### config.mk
export PLATFORM = sky130hd
export DESIGN_NAME = imem_fetch_ctrl
export DESIGN_NICKNAME = d
export VERILOG_FILES = /design/src/rtl/imem_fetch_ctrl.sv
export SDC_FILE = /design/constraint.sdc
export NUM_CORES = 1
export LEC_CHECK = 0
export ABC_AREA = 0
export ABC_CLOCK_PERIOD_IN_PS = 3300
export CORE_MARGIN = 2
export CORE_UTILIZATION = 36
export CTS_CLUSTER_DIAMETER = 60
export DETAILED_ROUTE_END_ITERATION = 6
export GPL_TIMING_DRIVEN = 0
export PLACE_DENSITY_LB_ADDON = 0.2
export SLEW_MARGIN = 20
export SYNTH_ARGS = -nofsm -noshare
export SYNTH_HDL_FRONTEND = slang
export SYNTH_SLANG_ARGS = --single-unit
### constraint.sdc
create_clock -name clk -period 3.3 [get_ports clk]
set_input_delay 0.495 -clock clk [delete_from_list [all_inputs] [get_ports clk]]
set_output_delay 0.495 -clock clk [all_outputs]
set_load 0.005 [all_outputs]
### src/rtl/imem_fetch_ctrl.sv
`default_nettype none
// ============================================================================
// Module   : imem_fetch_ctrl
// Brief    : Instruction-memory sequencer with two phases.
//            BOOT  - accepts 32-bit words from a program loader and writes each
//                    into the byte-addressed instruction memory as four
//                    little-endian byte writes (one byte per cycle).
//            RUN   - owns the PC and presents it as Inst_Address to the
//                    instruction memory, with stall (fetch_en=0) and branch
//                    redirect control from the pipeline.
// Revision : 1.0 - initial release
// ----------------------------------------------------------------------------
// Parameters
//   MEM_BYTES      instruction memory size in bytes (valid addr 0..MEM_BYTES-1)
//   RESET_PC       PC loaded on reset and on entry to RUN (word aligned)
// Ports
//   clk            clock, all state updates on the rising edge
//   reset_n        asynchronous active-low reset
//   load_valid     loader offers a word
//   load_ready     controller accepts the offered word this cycle
//   load_addr      byte address of the offered word (must be 4-aligned)
//   load_data      instruction word, byte 0 = load_data[7:0]
//   load_last      marks the final word of the program
//   fetch_en       1 = IF stage advances, 0 = stall (PC held)
//   branch_taken   redirect the PC this cycle
//   branch_target  redirect byte address (low two bits ignored)
//   Inst_Address   read address to the instruction memory (= PC)
//   mem_wr_en      byte write strobe to the instruction memory
//   mem_wr_addr    byte write address
//   mem_wr_byte    byte write data
//   fetch_valid    Inst_Address is an in-range fetch during RUN
//   boot_done      set once RUN is entered
//   load_err       sticky: a loader word was rejected
//   fetch_fault    sticky: the PC left the memory range during RUN
// ============================================================================
module imem_fetch_ctrl #(
  parameter int unsigned MEM_BYTES = 128,
  parameter logic [63:0] RESET_PC  = 64'h0
) (
  input  logic        clk,
  input  logic        reset_n,
  input  logic        load_valid,
  output logic        load_ready,
  input  logic [63:0] load_addr,
  input  logic [31:0] load_data,
  input  logic        load_last,
  input  logic        fetch_en,
  input  logic        branch_taken,
  input  logic [63:0] branch_target,
  output logic [63:0] Inst_Address,
  output logic        mem_wr_en,
  output logic [63:0] mem_wr_addr,
  output logic [7:0]  mem_wr_byte,
  output logic        fetch_valid,
  output logic        boot_done,
  output logic        load_err,
  output logic        fetch_fault
);

  // A full word at byte address a fits when a + 3 < MEM_BYTES. Comparing
  // a < MEM_BYTES - 3 instead avoids the carry out of a 64-bit a + 3, so an
  // address near 2^64 can never wrap into the valid range.
  localparam logic [63:0] C_WORD_LIMIT = 64'(MEM_BYTES) - 64'd3;

  typedef enum logic [1:0] {
    ST_BOOT  = 2'd0,
    ST_WRITE = 2'd1,
    ST_RUN   = 2'd2
  } state_t;

  state_t      r_state;
  state_t      w_state_nxt;

  logic [63:0] r_pc;
  logic [1:0]  r_byte_cnt;
  logic [63:0] r_addr;
  logic [31:0] r_data;
  logic        r_last_pend;
  logic        r_mem_wr_en;
  logic [63:0] r_mem_wr_addr;
  logic [7:0]  r_mem_wr_byte;
  logic        r_boot_done;
  logic        r_load_err;
  logic        r_fetch_fault;

  logic        w_word_ok;
  logic        w_pc_in_range;
  logic        w_enter_run;
  logic [1:0]  w_cnt_nxt;

  assign w_word_ok     = (load_addr[1:0] == 2'b00) && (load_addr < C_WORD_LIMIT);
  assign w_pc_in_range = (r_pc < C_WORD_LIMIT);
  assign w_cnt_nxt     = r_byte_cnt + 2'd1;

  // --------------------------------------------------------------------------
  // FSM state register
  // --------------------------------------------------------------------------
  always_ff @(posedge clk or negedge reset_n) begin
    if (!reset_n) begin
      r_state <= ST_BOOT;
    end else begin
      r_state <= w_state_nxt;
    end
  end

  // --------------------------------------------------------------------------
  // FSM next-state and control outputs
  // In BOOT load_ready is 1, so load_valid alone means "word accepted".
  // --------------------------------------------------------------------------
  always_comb begin
    w_state_nxt = r_state;
    load_ready  = 1'b0;
    w_enter_run = 1'b0;
    case (r_state)
      ST_BOOT: begin
        load_ready = 1'b1;
        if (load_valid) begin
          if (w_word_ok) begin
            w_state_nxt = ST_WRITE;
          end else if (load_last) begin
            // A rejected final word still ends the boot phase.
            w_state_nxt = ST_RUN;
            w_enter_run = 1'b1;
          end
        end
      end
      ST_WRITE: begin
        if (r_byte_cnt == 2'd3) begin
          if (r_last_pend) begin
            w_state_nxt = ST_RUN;
            w_enter_run = 1'b1;
          end else begin
            w_state_nxt = ST_BOOT;
          end
        end
      end
      ST_RUN: begin
        w_state_nxt = ST_RUN;
      end
      default: begin
        w_state_nxt = ST_BOOT;
      end
    endcase
  end

  // --------------------------------------------------------------------------
  // Datapath: byte-write sequencer, PC and sticky status flags.
  // The write port is registered so that byte k is on the bus exactly while
  // the FSM sits in WRITE with r_byte_cnt == k; the accept edge already
  // launches byte 0.
  // --------------------------------------------------------------------------
  always_ff @(posedge clk or negedge reset_n) begin
    if (!reset_n) begin
      r_pc          <= RESET_PC;
      r_byte_cnt    <= 2'd0;
      r_addr        <= 64'd0;
      r_data        <= 32'd0;
      r_last_pend   <= 1'b0;
      r_mem_wr_en   <= 1'b0;
      r_mem_wr_addr <= 64'd0;
      r_mem_wr_byte <= 8'd0;
      r_boot_done   <= 1'b0;
      r_load_err    <= 1'b0;
      r_fetch_fault <= 1'b0;
    end else begin
      case (r_state)
        ST_BOOT: begin
          if (load_valid) begin
            r_addr      <= load_addr;
            r_data      <= load_data;
            r_last_pend <= load_last;
            if (w_word_ok) begin
              r_mem_wr_en   <= 1'b1;
              r_mem_wr_addr <= load_addr;
              r_mem_wr_byte <= load_data[7:0];
              r_byte_cnt    <= 2'd0;
            end else begin
              r_load_err    <= 1'b1;
            end
          end
        end
        ST_WRITE: begin
          if (r_byte_cnt == 2'd3) begin
            r_mem_wr_en <= 1'b0;
            r_byte_cnt  <= 2'd0;
          end else begin
            r_byte_cnt    <= w_cnt_nxt;
            r_mem_wr_addr <= r_addr + {62'd0, w_cnt_nxt};
            r_mem_wr_byte <= r_data[{w_cnt_nxt, 3'b000} +: 8];
          end
        end
        ST_RUN: begin
          if (!w_pc_in_range) begin
            r_fetch_fault <= 1'b1;
          end
          // Branch beats stall; the PC keeps moving even when out of range
          // so a branch can bring fetches back into memory.
          if (branch_taken) begin
            r_pc <= branch_target & ~64'h3;
          end else if (fetch_en) begin
            r_pc <= r_pc + 64'd4;
          end
        end
        default: begin
        end
      endcase

      if (w_enter_run) begin
        r_pc        <= RESET_PC;
        r_boot_done <= 1'b1;
      end
    end
  end

  // --------------------------------------------------------------------------
  // Outputs
  // --------------------------------------------------------------------------
  assign Inst_Address = r_pc;
  assign fetch_valid  = (r_state == ST_RUN) && w_pc_in_range;
  assign mem_wr_en    = r_mem_wr_en;
  assign mem_wr_addr  = r_mem_wr_addr;
  assign mem_wr_byte  = r_mem_wr_byte;
  assign boot_done    = r_boot_done;
  assign load_err     = r_load_err;
  assign fetch_fault  = r_fetch_fault;

endmodule
`default_nettype wire
==> results.md <==
* Critical Path Max Stage Delay at 510 ps
* Most frequent cells in the layout: 301 x clkdlybuf4s50_1, 234 x dfrtp_1, 161 x nand2_1, 100 x o21ai_0, 92 x mux2_2
* Root Driver: clkbuf_16
* Clock buffer count from CTS at 30
* Largest net degree at the start of global routing at 78
* Switching Share at 0.252
* Die Y at 192 um
* Hold Violations, Final at 0
* Max-slew violations at 0
* Number of synthesized register bits at 239
* RSZ-0062 raised after global routing: false
* Post-synthesis mux area share at 0.114
* Xor and xnor area share after synthesis at 0.0398
* FF-to-FF setup slack at 200 ps
* Fillcell total at 3,278
* Cells after synthesis at 1,299
* # clock sinks at 239
* Main synth FF type: dfrtp_1
* Clock share of power at 0.476
* Comb power frac at 0.109
* Area occupied by multi-input gates at 6490 um^2
* Seq/Total Area, Yosys at 0.469
* Antenna violations before repair at 7
* RePlAce Congestion at 0.901
* Htree depth at 1
* Commonest non-fill, non-tap cell in the layout: clkdlybuf4s50_1
* Main combinational cell family by area after synthesis: simple AND/OR/NAND/NOR gates
* Reg power frac at 0.415
* Layout cells sized above 1 at 0.132
* Width of the die at 192 um
* Nature of the critical path endpoint: output pin
* Final nets at 1,806
* CP Data Arrival Time at 2740 ps
* Synth Area in Compound Gates at 0.121
* CP Max Fanout at 8
* Max_slew headroom at 0.352
* Final period utilization at 0.981
* Crit path buffers/inverters at 1
* Vias per cell at 5.60
* DIE AREA at 37,000 um^2
* Post-Synth Simple-Gate Area at 0.218
* Reg2reg start: r_byte_cnt[0]$_DFFE_PN0P_
* Min Tclk post-route at 3240 ps
* Lkg Pwr at 7.35 nW
* Max Freq at 0.309 GHz
* DR iter-0 viols at 904
* Placement row count at 68
* CTS tree: done
* R2R depth at 12
* Grt ovf at 0
* P&R area growth vs syn at 38.9%
* Mapped cell area at 12,800 um^2
* WP data required at 2800 ps
* Adder-cell area share of the yosys netlist at 0.00549
* Ports at 308
* Worst setup margin at 61.6 ps
* Slowest stage cell, crit path: dfrtp_1
* Critical Path, Cell by Cell: nor4_2 -> nand4_1 -> nor4_4 -> and2_4 -> clkdlybuf4s50_1
* Post-DP HPWL at 35.0 mm
* First drt pass iteration count at 7
* Synth unique cells at 67
* Initial Util at 0.367
* Reg2reg end: mem_wr_addr[30]$_DFFE_PN0P_
* Postcts setup bufs at 0
* P_sw at 0.00196 W
* CP startpoint kind: flip-flop
* GRT Overall Usage at 0.251
* Internal power at 0.00582 W
* First-pass GRT wire length at 70.8 mm
* CP top delay family: simple AND/OR/NAND/NOR gates
* Worst skew pair latency at 570 ps
* Fraction of registers with async set/reset at 1.00
* Max Cap Viol at 0
* Via count of the first global-routing pass at 11,842
* Power density over the cells at 439 nW/um^2
* Avg Inst Size Synth at 9.82 um^2
* Number of I/O port buffers at 302
* Yosys warning count at 0
* Tot Pwr at 0.00778 W
* CTS max path bufs at 3
* DR WL/cell at 22.1 um
* Final setup fails at 0
* Worst slack, placed at -802 ps
* Fin Clk Skew at 12.5 ps
* WL final at 46.8 mm
* Core area at 34,700 um^2
* Outcome: finished, final reports clean
* Maximum VDD drop at 0.000397 V
* Vias at 11,863
* Hold Crit Class: input pin to async pin
* Post-route ant nets at 0
* Tightest Pin Transition at 963 ps
* Residual DRC at 0
* Crit path kind: flip-flop to output pin
* Reg clk slew, reported paths at 60 ps
* Number of flops mapped to enable cells by yosys at 0
* Reg area at 5990 um^2
what timing repair did:
| action | in CTS | in global routing |
|---|---|---|
| pin swaps | 1 | 5 |
| hold buffers | 1 | 0 |
| resized for setup | 12 | 19 |
| setup endpoints to repair | 123 | 79 |
| hold endpoints to repair | 48 | 0 |
flip-flops by register name, summed over array words and instances (netlist names):
| signal | flops |
|---|---|
| r_last_pend | 1 |
| mem_wr_en | 1 |
| mem_wr_addr | 64 |
| boot_done | 1 |
| r_state | 2 |
| r_data | 32 |
| fetch_fault | 1 |
| mem_wr_byte | 8 |
| Inst_Address | 62 |
| r_byte_cnt | 2 |
| r_addr | 64 |
| load_err | 1 |
per-layer routing:
layer  track usage  vias up  routed length (um)
met1         0.341     5809               20400
met5             0        -                  15
met4        0.0816        2                1220
met3        0.0521       78                3640
met2         0.400      456               21500
li1              -     5518                   -
Yosys cell counts, drive strengths merged (9+ instances only):
library cell,instances,area share
a21o,9,0.0053
a21oi,45,0.018
a221o,13,0.010
a31oi,11,0.0054
and2,11,0.0054
and3,28,0.014
and4,17,0.012
buf,21,0.0090
clkbuf,62,0.018
dfrtp,239,0.47
inv,17,0.0050
mux2,92,0.081
mux2i,24,0.019
nand2,161,0.047
nand2b,9,0.0044
nand3,83,0.033
nand4,59,0.030
nor2,48,0.014
nor3,35,0.014
nor4,49,0.027
o211ai,12,0.0086
o21ai,100,0.039
or3,10,0.0054
xnor2,29,0.020
xor2,29,0.020
cell type report:
class	instances	area share
multi-input combinational	961	0.366
sequential	239	0.338
timing repair buffer	306	0.176
clock buffer	40	0.0491
tap	455	0.0321
buffer	80	0.0195
clock inverter	16	0.0146
inverter	17	0.00360
antenna	6	0.000847
per-stage QoR:
stage	setup TNS, ps	hold slack [ps]	instance area, um^2	instances	util
3_3_place_gp	-2224200	456	16400	2057	0.471
6_report	0	434	17700	2120	0.511
2_1_floorplan	0	199	12800	1300	-
4_1_cts	0	428	17600	2117	0.508
5_1_grt	0	460	17700	2117	0.510
3_5_place_dp	-88680	431	16400	2060	0.474
cell families (layout without fill, tap and decap cells):
kind of cell             count (synthesis)  after routing
other                                    1              8
XOR/XNOR                                58             58
flip-flops                             239            239
adder cells (fa/ha/maj)                  5              5
AND/OR/NAND/NOR                        527            527
buffers and inverters                  100            459
AO/OA/AOI/OAI                          245            245
multiplexers                           124            124
how the worst max path moves through the flow:
stage / cells past startpoint / start / to
after detailed placement: 9 / load_addr[19] / mem_wr_addr[63]$_DFFE_PN0P_
final: 5 / Inst_Address[17]$_DFFE_PN0P_ / fetch_valid
after CTS: 6 / Inst_Address[12]$_DFFE_PN0P_ / fetch_valid
after global routing: 5 / Inst_Address[38]$_DFFE_PN0P_ / fetch_valid
after floorplan: 12 / r_byte_cnt[0]$_DFFE_PN0P_ / mem_wr_addr[60]$_DFFE_PN0P_
after global placement: 1 / reset_n / mem_wr_addr[18]$_DFFE_PN0P_
power groups by stage:
| stage | combinational [W] | sequential (W) | clock, W |
|---|---|---|---|
| detailed placement | 0.000849 | 0.00325 | 0 |
| global placement | 0.000833 | 0.00325 | 0 |
| floorplan | 0.000266 | 0.00320 | 0 |
| CTS | 0.000858 | 0.00320 | 0.00377 |
| finish | 0.000847 | 0.00323 | 0.00371 |
| global route | 0.000919 | 0.00324 | 0.00390 |
No activity file was read; power rests on OpenSTA's default activity.
